--- src/rtl/fetch_unit_if.sv ---
// Bundle of the fetch unit's instruction-memory, redirect, decode and fault signals.
// master = fetch unit side, slave = memory/decode/branch side.
interface fetch_unit_if;
  logic [31:0] imem_addr;
  logic [31:0] imem_rd;
  logic        redirect_valid;
  logic [31:0] redirect_pc;
  logic        if_valid;
  logic        if_ready;
  logic [31:0] if_instr;
  logic [31:0] if_pc;
  logic [31:0] if_pc_plus4;
  logic        fetch_fault;
  logic [31:0] fault_pc;

  modport master (
    output imem_addr, if_valid, if_instr, if_pc, if_pc_plus4, fetch_fault, fault_pc,
    input  imem_rd, redirect_valid, redirect_pc, if_ready
  );

  modport slave (
    input  imem_addr, if_valid, if_instr, if_pc, if_pc_plus4, fetch_fault, fault_pc,
    output imem_rd, redirect_valid, redirect_pc, if_ready
  );
endinterface

--- src/rtl/fetch_unit.sv ---
// Instruction fetch unit: PC register, 2-entry instruction buffer, redirect flush.
// Optional misaligned-redirect trap enabled by macro FETCH_MISALIGN_TRAP_EN.
module fetch_unit #(
  parameter logic [31:0] RESET_PC  = 32'h0000_0000,
  parameter int          BUF_DEPTH = 2
) (
  input  logic          clk,
  input  logic          rst,
  fetch_unit_if.master  bus
);

`ifdef FETCH_MISALIGN_TRAP_EN
  typedef enum logic {RUN = 1'b0, TRAP = 1'b1} state_t;
`else
  typedef enum logic {RUN = 1'b0} state_t;
`endif

  localparam logic [1:0] CNT_FULL = 2'(BUF_DEPTH);

  state_t      state_q, state_d;
  logic [31:0] pc_q, pc_d;
  logic [1:0]  count_q, count_d;
  logic        wr_ptr_q, wr_ptr_d;
  logic        rd_ptr_q, rd_ptr_d;
  logic [31:0] buf_instr_q [2];
  logic [31:0] buf_instr_d [2];
  logic [31:0] buf_pc_q    [2];
  logic [31:0] buf_pc_d    [2];
  logic        pop;
  logic        fetch_en;
  logic [31:0] target;

`ifdef FETCH_MISALIGN_TRAP_EN
  logic [31:0] fault_pc_q, fault_pc_d;
  logic        misaligned;

  assign target     = bus.redirect_pc;
  assign misaligned = |bus.redirect_pc[1:0];
`else
  logic unused_redirect_lsb;

  assign target              = {bus.redirect_pc[31:2], 2'b00};
  assign unused_redirect_lsb = ^bus.redirect_pc[1:0];
`endif

  assign bus.if_valid = (state_q == RUN) && (count_q != 2'd0);
  assign pop          = bus.if_valid && bus.if_ready;

  always_comb begin
    state_d     = state_q;
    pc_d        = pc_q;
    count_d     = count_q;
    wr_ptr_d    = wr_ptr_q;
    rd_ptr_d    = rd_ptr_q;
    buf_instr_d = buf_instr_q;
    buf_pc_d    = buf_pc_q;
    fetch_en    = 1'b0;
`ifdef FETCH_MISALIGN_TRAP_EN
    fault_pc_d  = fault_pc_q;
`endif
    // A redirect wins over pop and fetch; a coincident pop is still consumed by decode.
    if (bus.redirect_valid) begin
      count_d  = 2'd0;
      wr_ptr_d = 1'b0;
      rd_ptr_d = 1'b0;
`ifdef FETCH_MISALIGN_TRAP_EN
      if (misaligned) begin
        state_d    = TRAP;
        fault_pc_d = bus.redirect_pc;
      end else begin
        state_d = RUN;
        pc_d    = target;
      end
`else
      pc_d = target;
`endif
    end else begin
      fetch_en = (state_q == RUN) && ((count_q < CNT_FULL) || pop);
      if (fetch_en) begin
        buf_instr_d[wr_ptr_q] = bus.imem_rd;
        buf_pc_d[wr_ptr_q]    = pc_q;
        wr_ptr_d              = ~wr_ptr_q;
        pc_d                  = pc_q + 32'd4;
      end
      if (pop) begin
        rd_ptr_d = ~rd_ptr_q;
      end
      case ({fetch_en, pop})
        2'b10:   count_d = count_q + 2'd1;
        2'b01:   count_d = count_q - 2'd1;
        default: count_d = count_q;
      endcase
    end
  end

  always_ff @(posedge clk) begin
    if (rst) begin
      state_q    <= RUN;
      pc_q       <= RESET_PC;
      count_q    <= 2'd0;
      wr_ptr_q   <= 1'b0;
      rd_ptr_q   <= 1'b0;
`ifdef FETCH_MISALIGN_TRAP_EN
      fault_pc_q <= 32'd0;
`endif
    end else begin
      state_q    <= state_d;
      pc_q       <= pc_d;
      count_q    <= count_d;
      wr_ptr_q   <= wr_ptr_d;
      rd_ptr_q   <= rd_ptr_d;
`ifdef FETCH_MISALIGN_TRAP_EN
      fault_pc_q <= fault_pc_d;
`endif
    end
  end

  // Buffer payload needs no reset: it is only observed when count is non-zero.
  always_ff @(posedge clk) begin
    buf_instr_q <= buf_instr_d;
    buf_pc_q    <= buf_pc_d;
  end

  assign bus.imem_addr   = pc_q;
  assign bus.if_instr    = buf_instr_q[rd_ptr_q];
  assign bus.if_pc       = buf_pc_q[rd_ptr_q];
  assign bus.if_pc_plus4 = buf_pc_q[rd_ptr_q] + 32'd4;

`ifdef FETCH_MISALIGN_TRAP_EN
  assign bus.fetch_fault = (state_q == TRAP);
  assign bus.fault_pc    = fault_pc_q;
`else
  assign bus.fetch_fault = 1'b0;
  assign bus.fault_pc    = 32'd0;
`endif

endmodule

--- src/flat_wrapper.sv ---
// flat-port wrapper written by rule: the top's interface ports become plain ports
module fetch_unit_flat 
#(
  parameter logic [31:0] RESET_PC  = 32'h0000_0000,
  parameter int          BUF_DEPTH = 2
)
  (clk, rst, bus_imem_addr, bus_if_valid, bus_if_instr, bus_if_pc, bus_if_pc_plus4, bus_fetch_fault, bus_fault_pc, bus_imem_rd, bus_redirect_valid, bus_redirect_pc, bus_if_ready);
  fetch_unit_if bus_i ();
  input  logic clk;
  input  logic rst;
  output wire logic [$bits(bus_i.imem_addr)-1:0] bus_imem_addr;
  output wire logic [$bits(bus_i.if_valid)-1:0] bus_if_valid;
  output wire logic [$bits(bus_i.if_instr)-1:0] bus_if_instr;
  output wire logic [$bits(bus_i.if_pc)-1:0] bus_if_pc;
  output wire logic [$bits(bus_i.if_pc_plus4)-1:0] bus_if_pc_plus4;
  output wire logic [$bits(bus_i.fetch_fault)-1:0] bus_fetch_fault;
  output wire logic [$bits(bus_i.fault_pc)-1:0] bus_fault_pc;
  input wire logic [$bits(bus_i.imem_rd)-1:0] bus_imem_rd;
  input wire logic [$bits(bus_i.redirect_valid)-1:0] bus_redirect_valid;
  input wire logic [$bits(bus_i.redirect_pc)-1:0] bus_redirect_pc;
  input wire logic [$bits(bus_i.if_ready)-1:0] bus_if_ready;
  assign bus_imem_addr = bus_i.imem_addr;
  assign bus_if_valid = bus_i.if_valid;
  assign bus_if_instr = bus_i.if_instr;
  assign bus_if_pc = bus_i.if_pc;
  assign bus_if_pc_plus4 = bus_i.if_pc_plus4;
  assign bus_fetch_fault = bus_i.fetch_fault;
  assign bus_fault_pc = bus_i.fault_pc;
  assign bus_i.imem_rd = bus_imem_rd;
  assign bus_i.redirect_valid = bus_redirect_valid;
  assign bus_i.redirect_pc = bus_redirect_pc;
  assign bus_i.if_ready = bus_if_ready;
  fetch_unit #(.RESET_PC(RESET_PC), .BUF_DEPTH(BUF_DEPTH)) u_core (.clk(clk), .rst(rst), .bus(bus_i));
endmodule
--- config.mk ---
export PLATFORM = sky130hd
export DESIGN_NAME = fetch_unit_flat
export DESIGN_NICKNAME = d
export VERILOG_FILES = /design/src/rtl/fetch_unit_if.sv /design/src/rtl/fetch_unit.sv /design/src/flat_wrapper.sv
export SDC_FILE = /design/constraint.sdc
export NUM_CORES = 1
export LEC_CHECK = 0
export ABC_AREA = 1
export BUFFER_PORTS_ARGS = -buffer_cell sky130_fd_sc_hd__buf_2
export CORE_MARGIN = 8
export CORE_UTILIZATION = 30
export DETAILED_ROUTE_END_ITERATION = 12
export GPL_ROUTABILITY_DRIVEN = 1
export SLEW_MARGIN = 30
export SYNTH_ARGS = -nofsm -noshare
export SYNTH_HDL_FRONTEND = slang
export SYNTH_SLANG_ARGS = --single-unit
export TNS_END_PERCENT = 5
--- constraint.sdc ---
create_clock -name clk -period 8.12 [get_ports clk]
set_input_delay 0 -clock clk [delete_from_list [all_inputs] [get_ports clk]]
set_output_delay 0 -clock clk [all_outputs]
set_load 0.05 [all_outputs]
==> results of run 1 <==
==> kinds of logic after synthesis <==
| kind of cell | Yosys count | synth area share (%) |
|---|---|---|
| other cells | 1 | 0.04530 |
| xor+xnor | 29 | 3.159 |
| flops | 158 | 53.20 |
| compound gates | 95 | 7.406 |
| fa+ha+maj | 3 | 0.4535 |
| simple gates | 513 | 25.98 |
| buf+inv | 156 | 9.749 |
==> cell type report <==
cell class | count | share of cell area, %
Sequential cell | 158 | 41.61
Tap cell | 346 | 4.089
Timing Repair Buffer | 255 | 15.13
Multi-Input combinational cell | 679 | 30.50
Clock buffer | 18 | 4.053
Clock inverter | 14 | 1.406
Inverter | 90 | 3.214
==> power by group through the flow <==
| stage | combinational [mW] | clock, mW | sequential (mW) |
|---|---|---|---|
| after global routing | 0.532 | 0.828 | 0.963 |
| after floorplan | 0.347 | 0 | 0.999 |
| after CTS | 0.505 | 0.792 | 0.958 |
| after global placement | 0.476 | 0 | 0.974 |
| after detailed placement | 0.479 | 0 | 0.975 |
| final | 0.499 | 0.776 | 0.958 |
==> worst max-delay path: cells and delay by family, from the launching register on <==
family / cells / cell delay (ps)
compound gates: 1 / 360
xor+xnor: 1 / 140
fa+ha+maj: 1 / 250
buf+inv: 3 / 1060
flops: 1 / 350
simple gates: 5 / 750
==> layout by cell type, fill, tap and decap left out, drive strengths merged, types with 3 or more instances in the layout <==
master,instances
nor3,8
xnor2,7
a22o,5
buf,192
xor2,22
nor2,107
inv,97
ha,3
nand4,4
nand3b,3
nand3,37
conb,39
o21ai,54
clkinv,5
dfxtp,34
nand2,352
dlygate4sd3,63
a31oi,6
clkbuf,18
edfxtp,124
a21oi,28
==> synthesized netlist by cell type <==
cell type	number	area share, %
a21oi_1	28	1.7
a22o_1	5	0.53
a31oi_1	6	0.45
and2_1	1	0.076
buf_1	1	0.045
buf_12	1	0.24
buf_2	3	0.18
buf_4	41	3.7
buf_6	6	0.82
clkbuf_1	14	0.63
clkinv_1	1	0.045
conb_1	1	0.045
dfxtp_1	34	8.2
edfxtp_1	124	45
ha_1	3	0.45
inv_1	80	3.6
inv_2	8	0.36
inv_4	1	0.076
nand2_1	339	15
nand2_2	12	0.91
nand2_4	1	0.14
nand3_1	36	2.2
nand3_4	1	0.21
nand3b_1	3	0.27
nand4_1	4	0.30
nor2_1	90	4.1
nor2_2	10	0.76
nor2_4	7	0.95
nor3_1	5	0.30
nor3_2	3	0.36
o21ai_0	26	1.6
o21ai_1	14	0.85
o21ai_2	7	0.74
o21ai_4	7	1.4
o21bai_1	1	0.091
o221ai_1	1	0.11
or2_2	1	0.076
xnor2_1	6	0.63
xnor2_2	1	0.20
xor2_1	22	2.3
==> registers in the layout, indices dropped and copies added, names as in the netlist <==
signal,count
u_core.buf_pc_q,60
u_core.bus.imem_addr,30
u_core.rd_ptr_q,1
u_core.wr_ptr_q,1
u_core.buf_instr_q,64
u_core.count_q,2
==> metal layers <==
layer / GRT usage [%] / share of wire [%] / vias to the layer above / routed length (um)
met3: 2.863 / 6.4 / 17 / 1506
met2: 23.26 / 48 / 203 / 11380
li1: - / - / 3499 / -
met4: 3.870 / 1.3 / 0 / 307
met5: 0 / 0 / - / 0
met1: 17.96 / 44 / 3210 / 10520
==> worst paths after layout <==
kind,to,slack [ps]
worst max-delay path,bus_if_pc_plus4[16],4790
worst min-delay path,u_core.bus.imem_addr[11]$_SDFFE_PP0P_,70
worst max register to register,u_core.bus.imem_addr[12]$_SDFFE_PP0P_,5340
worst min register to register,u_core.wr_ptr_q$_SDFFE_PP0P_,460
==> stage by stage <==
| step | cell area [um2] | worst slack, ps |
|---|---|---|
| 2_1_floorplan | 8421 | 2445 |
| 3_3_place_gp | 9374 | 5217 |
| 3_5_place_dp | 9379 | 5184 |
| 4_1_cts | 10590 | 4719 |
| 5_1_grt | 10590 | 4481 |
| 6_report | 10590 | 4794 |
==> flow_summary.ini, run 1 <==
[global_routing]
gr-total-overflow = 0
grt_pass1_vias = 6519
antenna_found_initial = 0
grt_max_degree = 74
grt_pass1_wl_mm = 36.08
grt_use_total_pct = 13.90

[final_layout]
regArea_um2 = 4405
final_util_pct = 38.53
num_antenna_cells = 0
fin_nets = 1272
multi_input_area_um2 = 3229
syn2layout_area_growth_pct = 27.90
fillers = 2785
final_cells = 1560
layout-drive-gt1-share_pct = 23.56

[sta]
hold_violations = 0
layout_min_cycle_time_ps = 3326
setup_viol = 0
worst_pin_slew_ps = 912.2
finalHoldWorstSlack_ps = 65.36
skew_ps = 15.37
rsz0062_at_grt = false
fmax_mhz = 300.7
period_share_pct = 40.96
slew_violations = 0
relSlewSlack_pct = 39.04
setup_tns_ps = 0

[drt]
dr.pass1.iters = 5
via_per_inst = 4.442
wl_mm = 23.71
drc_errors = 0
routedWlPerCell_um = 15.20
vias = 6929
initialDrtViolationCount = 424
final_antenna_net_count = 0

[clocking]
hold_buffers = 63
clk_latency_ps = 420
cts_root_buf = clkbuf_16
clk_path_buf_depth = 2
numCtsBuffers = 17
cts_setup_buffers = 0
tritoncts = built
htreeDepth = 4
clk_pin_slew_worst_paths_ps = 70
cts_resized = 0
cts_sinks = 158

[yosys]
avgSynthCellArea_um2 = 8.668
synthDistinctLibCells = 40
synth_seq_cells = 158
synth_area_um2 = 8278
ys_seq_area_share_pct = 53.20
ys_warn_count = 0
syn_inst = 955

[critical_path]
rr_worst_depth = 9
worstSetupStartpoint = u_core.rd_ptr_q$_SDFFE_PP0P_
crit_path_max_incr_delay_ps = 620
slowest_stage = buf_4
cp.arrival_ps = 3330
critPathKind = register to output pin
cp_max_fo = 73
r2r-start = u_core.count_q[1]$_SDFFE_PP0P_
end_kind = output pin
critPathRequiredTime_ps = 8120
start_kind = register
crit_top_cell = nand2_1
cp_cell_sequence = buf_4 -> o21ai_1 -> inv_1 -> ha_1 -> nand2_1 -> nor2_2 -> nand2_2 -> nor2_4 -> nand2_1 -> xor2_1 -> buf_2

[die]
die_x_um = 182.1
start_util_pct = 30.13
row_count = 61
die_y_um = 182.1
die_area_um2 = 33160
io_pins = 230
core-area_um2 = 27480

[power_and_ir_drop]
total_leakage_power_nw = 4.484
swShare_pct = 34.09
powerDensity_nw_per_um2 = 210.9
p_int_mw = 1.472
ir_worst_vdd_v = 0.0001362
power_mw = 2.233
pwr-share-seq_pct = 42.9
switching_power_uw = 761.3
combPwrFrac_pct = 22.4
clkPwrFrac_pct = 34.8

[run_status]
outcome = finished, final reports clean

[place]
gp_congestion = 0.8865
hpwl_mm = 17.70
port_buffers = 188
place_inst = 1465

[worst_hold_path]
hold_depth = 2
hp-class = input port to register
hp-start = rst

[run]
max-cap-violations = 0
(Power assumes the default switching activity.)
==> run 2: changes to the inputs <==
==> constraint.sdc (replaced) <==
create_clock -name clk -period 3.05 [get_ports clk]
set_input_delay 0 -clock clk [delete_from_list [all_inputs] [get_ports clk]]
set_output_delay 0 -clock clk [all_outputs]
set_load 0.05 [all_outputs]
==> run 2 against run 1 <==
Compared with the run above:
- final cell count increased by 0.45%
- via count increased by 0.52%
- sequential share of layout area decreased by 0.23 points
- final area increased by 0.57%
- first-iteration DRC count decreased by 8.5%
- routed wire length decreased by 1.4%
- power increased to 2.7 times the previous value
- critical endpoint is now bus_if_pc_plus4[28]
- sequential power increased to 2.7 times the previous value
- die area unchanged
- critical path type unchanged
==> flow_summary.ini, run 2 (synthesis results as in run 1) <==
[run_status]
outcome = finished, final reports clean

[place]
place_area_um2 = 9450
hpwl_mm = 17.85
gp_congestion = 0.8718
place_inst = 1473
port_buffers = 188

[die]
row_count = 61
die_x_um = 182.1
core-area_um2 = 27480
io_pins = 230
die_area_um2 = 33160
start_util_pct = 30.13
die_y_um = 182.1

[sta]
setup_viol = 0
hold_violations = 0
fmax_mhz = 379.5
layout_min_cycle_time_ps = 2635
finalHoldWorstSlack_ps = 25.02
relSlewSlack_pct = 56.55
skew_ps = 8.223
worst_pin_slew_ps = 647.4
rsz0062_at_grt = false
period_share_pct = 86.41
slew_violations = 0

[global_routing]
grt_max_degree = 63
grt_use_total_pct = 13.66
gr-total-overflow = 0
antenna_found_initial = 0
grt_pass1_vias = 6449
grt_pass1_wl_mm = 35.17

[clocking]
clk_pin_slew_worst_paths_ps = 60
htreeDepth = 4
tritoncts = built
cts_sinks = 158
clk_path_buf_depth = 2
cts_root_buf = clkbuf_16
numCtsBuffers = 17
clk_latency_ps = 420

[final_layout]
final_cells = 1567
fin_area_um2 = 10650
layout_common_cells = nand2_1 (339), buf_2 (188), edfxtp_1 (124)
largest_register = u_core.buf_instr_q
layout_commonest_cell = nand2_1
num_antenna_cells = 0
fin_nets = 1279
final_util_pct = 38.75
syn2layout_area_growth_pct = 28.63
layout-drive-gt1-share_pct = 24.00
largest_register_ffs = 64

[critical_path]
critPathKind = register to output pin
crit_path_max_incr_delay_ps = 370
cp_max_fo = 21
cp.arrival_ps = 2640
start_kind = register
cp_cell_sequence = inv_4 -> buf_4 -> nand2_1 -> nand2_1 -> nand2_1 -> nor3_2 -> nand2_1 -> nor2_1 -> nand3_1 -> nand2_1 -> buf_2
end_kind = output pin
crit_top_cell = nand2_1
critPathRequiredTime_ps = 3050
slowest_stage = buf_4

[drt]
vias = 6965
dr.pass1.iters = 5
wl_mm = 23.37
routedWlPerCell_um = 14.91
final_antenna_net_count = 0
drc_errors = 0
via_per_inst = 4.445
initialDrtViolationCount = 388

[power_and_ir_drop]
total_leakage_power_nw = 4.514
powerDensity_nw_per_um2 = 558.9
ir_worst_vdd_v = 0.0003798
power_mw = 5.951

[run]
max-cap-violations = 0

[worst_hold_path]
hp-class = input port to register
==> run 2: cell count changes in the layout (fill, tap and decap cells not counted), sizes merged <==
| cell | change |
|---|---|
| buf | +8 |
| clkinv | -3 |
| inv | +1 |
| dlygate4sd3 | -1 |
| clkinvlp | +2 |
==> run 2: cell type report <==
cell class,instances,area (um2)
clock buffers,18,429.2
well taps,346,432.9
clock inverters,14,147.6
fillers,2804,16830
inverters,90,340.3
flip-flops and latches,158,4405
repair buffers,262,1664
multi-input cells,679,3228
==> run 2: critical path: cells and delay by family (launching register included) <==
family	cells	cell delay [ps]
buffers and inverters	3	840
DFF	1	350
and+or+nand+nor	8	1010
==> run 2: stage by stage <==
stage	worst slack, ps	setup TNS (ps)
final	414.6	0
after global routing	164.8	0
after CTS	345.9	0
after detailed placement	801.1	0
after global placement	820.7	0
after floorplan	-387.9	-2041
==> run 2: path summary, 6_finish.rpt <==
path | slack [ps] | from | endpoint | depth (start not counted)
worst max-delay path | 410 | u_core.rd_ptr_q$_SDFFE_PP0P_ | bus_if_pc_plus4[28] | 11
worst min-delay path | 30 | bus_redirect_pc[9] | u_core.bus.imem_addr[9]$_SDFFE_PP0P_ | 4
worst max register to register | 980 | u_core.count_q[1]$_SDFFE_PP0P_ | u_core.bus.imem_addr[15]$_SDFFE_PP0P_ | 9
worst min register to register | 470 | u_core.wr_ptr_q$_SDFFE_PP0P_ | u_core.wr_ptr_q$_SDFFE_PP0P_ | 2
==> run 2: per-layer routing <==
layer | global-route usage [%] | up-vias | wire (um)
met5 | 0 | - | 0
met4 | 4.690 | 0 | 373
met3 | 3.142 | 22 | 1521
met2 | 22.91 | 239 | 11310
met1 | 17.07 | 3194 | 10160
li1 | - | 3510 | -
==> run 2: power breakdown <==
group / internal [mW] / switching [mW]
registers: 2.46 / 0.0847
clock network: 1.16 / 0.907
logic: 0.310 / 1.03
==> run 2: what timing repair did <==
| item | CTS | global route |
|---|---|---|
| endpoints found under the hold margin | 94 | 0 |
| setup buffers | 0 | 0 |
| resized for setup | 0 | 0 |
| hold buffers | 62 | 0 |
==> run 3: changes to the inputs <==
--- a/config.mk
+++ b/config.mk
@@ -5,9 +5,9 @@
 export SDC_FILE = /design/constraint.sdc
 export NUM_CORES = 1
 export LEC_CHECK = 0
-export ABC_AREA = 1
+export ABC_AREA = 0
 export BUFFER_PORTS_ARGS = -buffer_cell sky130_fd_sc_hd__buf_2
-export CORE_MARGIN = 8
+export CORE_MARGIN = 3
 export CORE_UTILIZATION = 30
 export DETAILED_ROUTE_END_ITERATION = 12
 export GPL_ROUTABILITY_DRIVEN = 1
==> run 3 against run 2 <==
Compared with the run above:
- register-to-register slack got worse by 310 ps
- clock-buffer cell count increased by 1
- power increased by 0.36%
- combinational power decreased by 8%
- non-clock buffer count increased by 4
- setup slack got worse by 180 ps
- critical path depth decreased by 3
- routed wire length decreased by 22%
- via count decreased by 25%
- sequential share of layout area increased by 2.6 points
- largest cell class unchanged
==> flow_summary.ini, run 3 <==
[final_layout]
final_cells = 1175
fin_area_um2 = 10020
final_util_pct = 41.18
largest_register_ffs = 64
fin_nets = 910
syn2layout_area_growth_pct = 34.54
layout_commonest_cell = buf_2
fillers = 2309
num_antenna_cells = 0
layout-drive-gt1-share_pct = 37.37
layout_common_cells = buf_2 (188), edfxtp_1 (124), dlygate4sd3_1 (67)
largest_register = u_core.buf_instr_q

[sta]
slew_violations = 0
fmax_mhz = 354.6
relSlewSlack_pct = 35.93
period_share_pct = 92.45
setup_viol = 0
hold_violations = 0
worst_pin_slew_ps = 961.1
skew_ps = 12.02
finalHoldWorstSlack_ps = 28.72
rsz0062_at_grt = false
final.setup.worst_slack_ps = 230.2
layout_min_cycle_time_ps = 2820

[yosys]
synth_edf_count = 124
synthDistinctLibCells = 48
synth_common_cells = edfxtp_1 (124), mux2_2 (52), nand2_1 (45)
synth_top_area_cell = edfxtp_1
synth_area_um2 = 7445
ys_seq_area_share_pct = 59.16
synthArstFlopShare_pct = 0
synthTopCellsByArea = edfxtp_1 (50%), dfxtp_1 (9.1%), mux2_2 (7.9%), xnor2_1 (4.6%), buf_4 (4.1%)
synth_seq_cells = 158
syn_inst = 584
ys_warn_count = 0
synth_top_area_share_pct = 50.02
avgSynthCellArea_um2 = 12.75
synth_ff_type = edfxtp_1
yosysMostFrequentCell = edfxtp_1

[global_routing]
gr-total-overflow = 0
use_met1_pct = 18.07
grt_pass1_vias = 5220
grt_max_degree = 63
antenna_found_initial = 0
grt_busiest_layer = met2
use_met3_pct = 2.739
grtUsageMet2_pct = 22.45
grt_pass1_wl_mm = 27.97
grt_use_total_pct = 13.67

[place]
place_inst = 1077
hpwl_mm = 12.52
port_buffers = 188
place_area_um2 = 8738
pre_cts_slack_ps = 514.9
gp_congestion = 0.8033

[drt]
final_antenna_net_count = 0
dr.pass1.iters = 4
routedWlPerCell_um = 15.56
initialDrtViolationCount = 184
vias = 5208
wl_mm = 18.28
via_per_inst = 4.432
drc_errors = 0

[clocking]
clk_path_buf_depth = 2
cts_root_buf = clkbuf_16
cts_setup_buffers = 0
htreeDepth = 4
numCtsBuffers = 17
clk_pin_slew_worst_paths_ps = 60
clk_latency_ps = 420
cts_sinks = 158
tritoncts = built

[die]
core-area_um2 = 24320
io_pins = 230
die_x_um = 163.5
die_area_um2 = 26740
start_util_pct = 30.61
row_count = 57
die_y_um = 163.5

[critical_path]
cp.arrival_ps = 2820
worst-path-buf-inv = 3
r2r_end = u_core.bus.imem_addr[18]$_SDFFE_PP0P_
critPathKind = register to output pin
rrSetupSlack_ps = 670
r2r-start = u_core.bus.imem_addr[7]$_SDFFE_PP0P_
cp_max_fo = 30
crit_path_max_incr_delay_ps = 410
critPathRequiredTime_ps = 3050
end_kind = output pin
start_kind = register
slowest_stage = dfxtp_4
cp_cell_sequence = buf_6 -> nand3_1 -> a222oi_1 -> buf_4 -> and4_1 -> nand2_1 -> xnor2_1 -> buf_2
crit_family = buffers and inverters
rr_worst_depth = 6

[power_and_ir_drop]
ir_worst_vdd_v = 0.0002533
powerDensity_nw_per_um2 = 596.3
total_leakage_power_nw = 3.811

[worst_hold_path]
hold_depth = 4
hp-class = input port to register
hp-start = bus_if_ready
hold_end = u_core.count_q[0]$_SDFFE_PP0P_

[run_status]
outcome = finished, final reports clean

[run]
max-cap-violations = 0
-- run 3: cell types whose count changed in the layout (fill, tap and decap cells not counted), moves of 14 or more --
cell	before	now
nand2_1	339	45
o21ai_0	26	7
inv_1	80	15
o21ai_1	14	0
nand3_1	36	19
a211oi_1	0	22
mux2_2	0	52
xnor2_1	6	35
nor2_1	89	28
-- run 3: area by class of cell --
| type | instances | area, um2 | share of cell area [%] |
|---|---|---|---|
| inverter | 18 | 73.82 | 0.7370 |
| clock inverter | 12 | 170.2 | 1.699 |
| sequential | 158 | 4409 | 44.02 |
| clock buffer | 19 | 432.9 | 4.322 |
| timing repair buffer | 266 | 1735 | 17.33 |
| tap | 324 | 405.4 | 4.047 |
| multi-input combinational | 378 | 2789 | 27.84 |
-- run 3: worst max path at each step --
stage / startpoint / end / cells after the start
6_report: u_core.rd_ptr_q$_SDFFE_PP0P_ / bus_if_pc_plus4[21] / 8
5_1_grt: u_core.rd_ptr_q$_SDFFE_PP0P_ / bus_if_pc_plus4[28] / 7
4_1_cts: u_core.rd_ptr_q$_SDFFE_PP0P_ / bus_if_pc_plus4[21] / 8
3_5_place_dp: u_core.rd_ptr_q$_SDFFE_PP0P_ / bus_if_pc_plus4[21] / 8
3_3_place_gp: u_core.rd_ptr_q$_SDFFE_PP0P_ / bus_if_pc_plus4[21] / 8
2_1_floorplan: u_core.rd_ptr_q$_SDFFE_PP0P_ / bus_if_pc_plus4[28] / 14
-- run 3: where the power goes --
group	switching, mW	total (mW)	internal, mW
clock	0.820	2.18	1.36
sequential	0.0927	2.56	2.47
combinational	0.902	1.23	0.331
-- run 3: per-stage QoR --
| stage | power (mW) | TNS [ps] |
|---|---|---|
| final | 5.972 | 0 |
| after floorplan | 3.536 | -4629 |
| after detailed placement | 3.782 | 0 |
| after global placement | 3.776 | 0 |
| after CTS | 6.046 | 0 |
| after global routing | 6.226 | 0 |
-- run 3: routing by layer --
layer / vias to the layer above / share of wire [%]
li1: 2579 / -
met1: 2491 / 47
met2: 121 / 47
met3: 17 / 4.0
met4: 0 / 1.5
met5: - / 0
-- run 3: timing repair --
action,in CTS,in global routing
endpoints found under the hold margin,98,0
resized for setup,0,1
hold buffers,67,0
setup endpoints to repair,0,1
-- run 3: logic make-up (layout without fill, tap and decap cells) --
kind of cell             Yosys count  after routing  share of synthesized area, %
XOR/XNOR                          51             51                         6.000
flip-flops                       158            158                         59.16
AO/OA/AOI/OAI                     66             66                         6.134
multiplexers                      60             60                         8.941
buffers and inverters             86            315                         6.874
other                              1             39                       0.05037
AND/OR/NAND/NOR                  159            159                         12.34
adder cells (fa/ha/maj)            3              3                        0.5043
-- run 3: worst reg2reg max path, stage by stage, from the launching register on --
cell	delay, ps
dfxtp_1	490
nand4_2	220
or3_1	800
buf_4	320
nor3_2	170
xnor2_1	90
a211oi_1	220
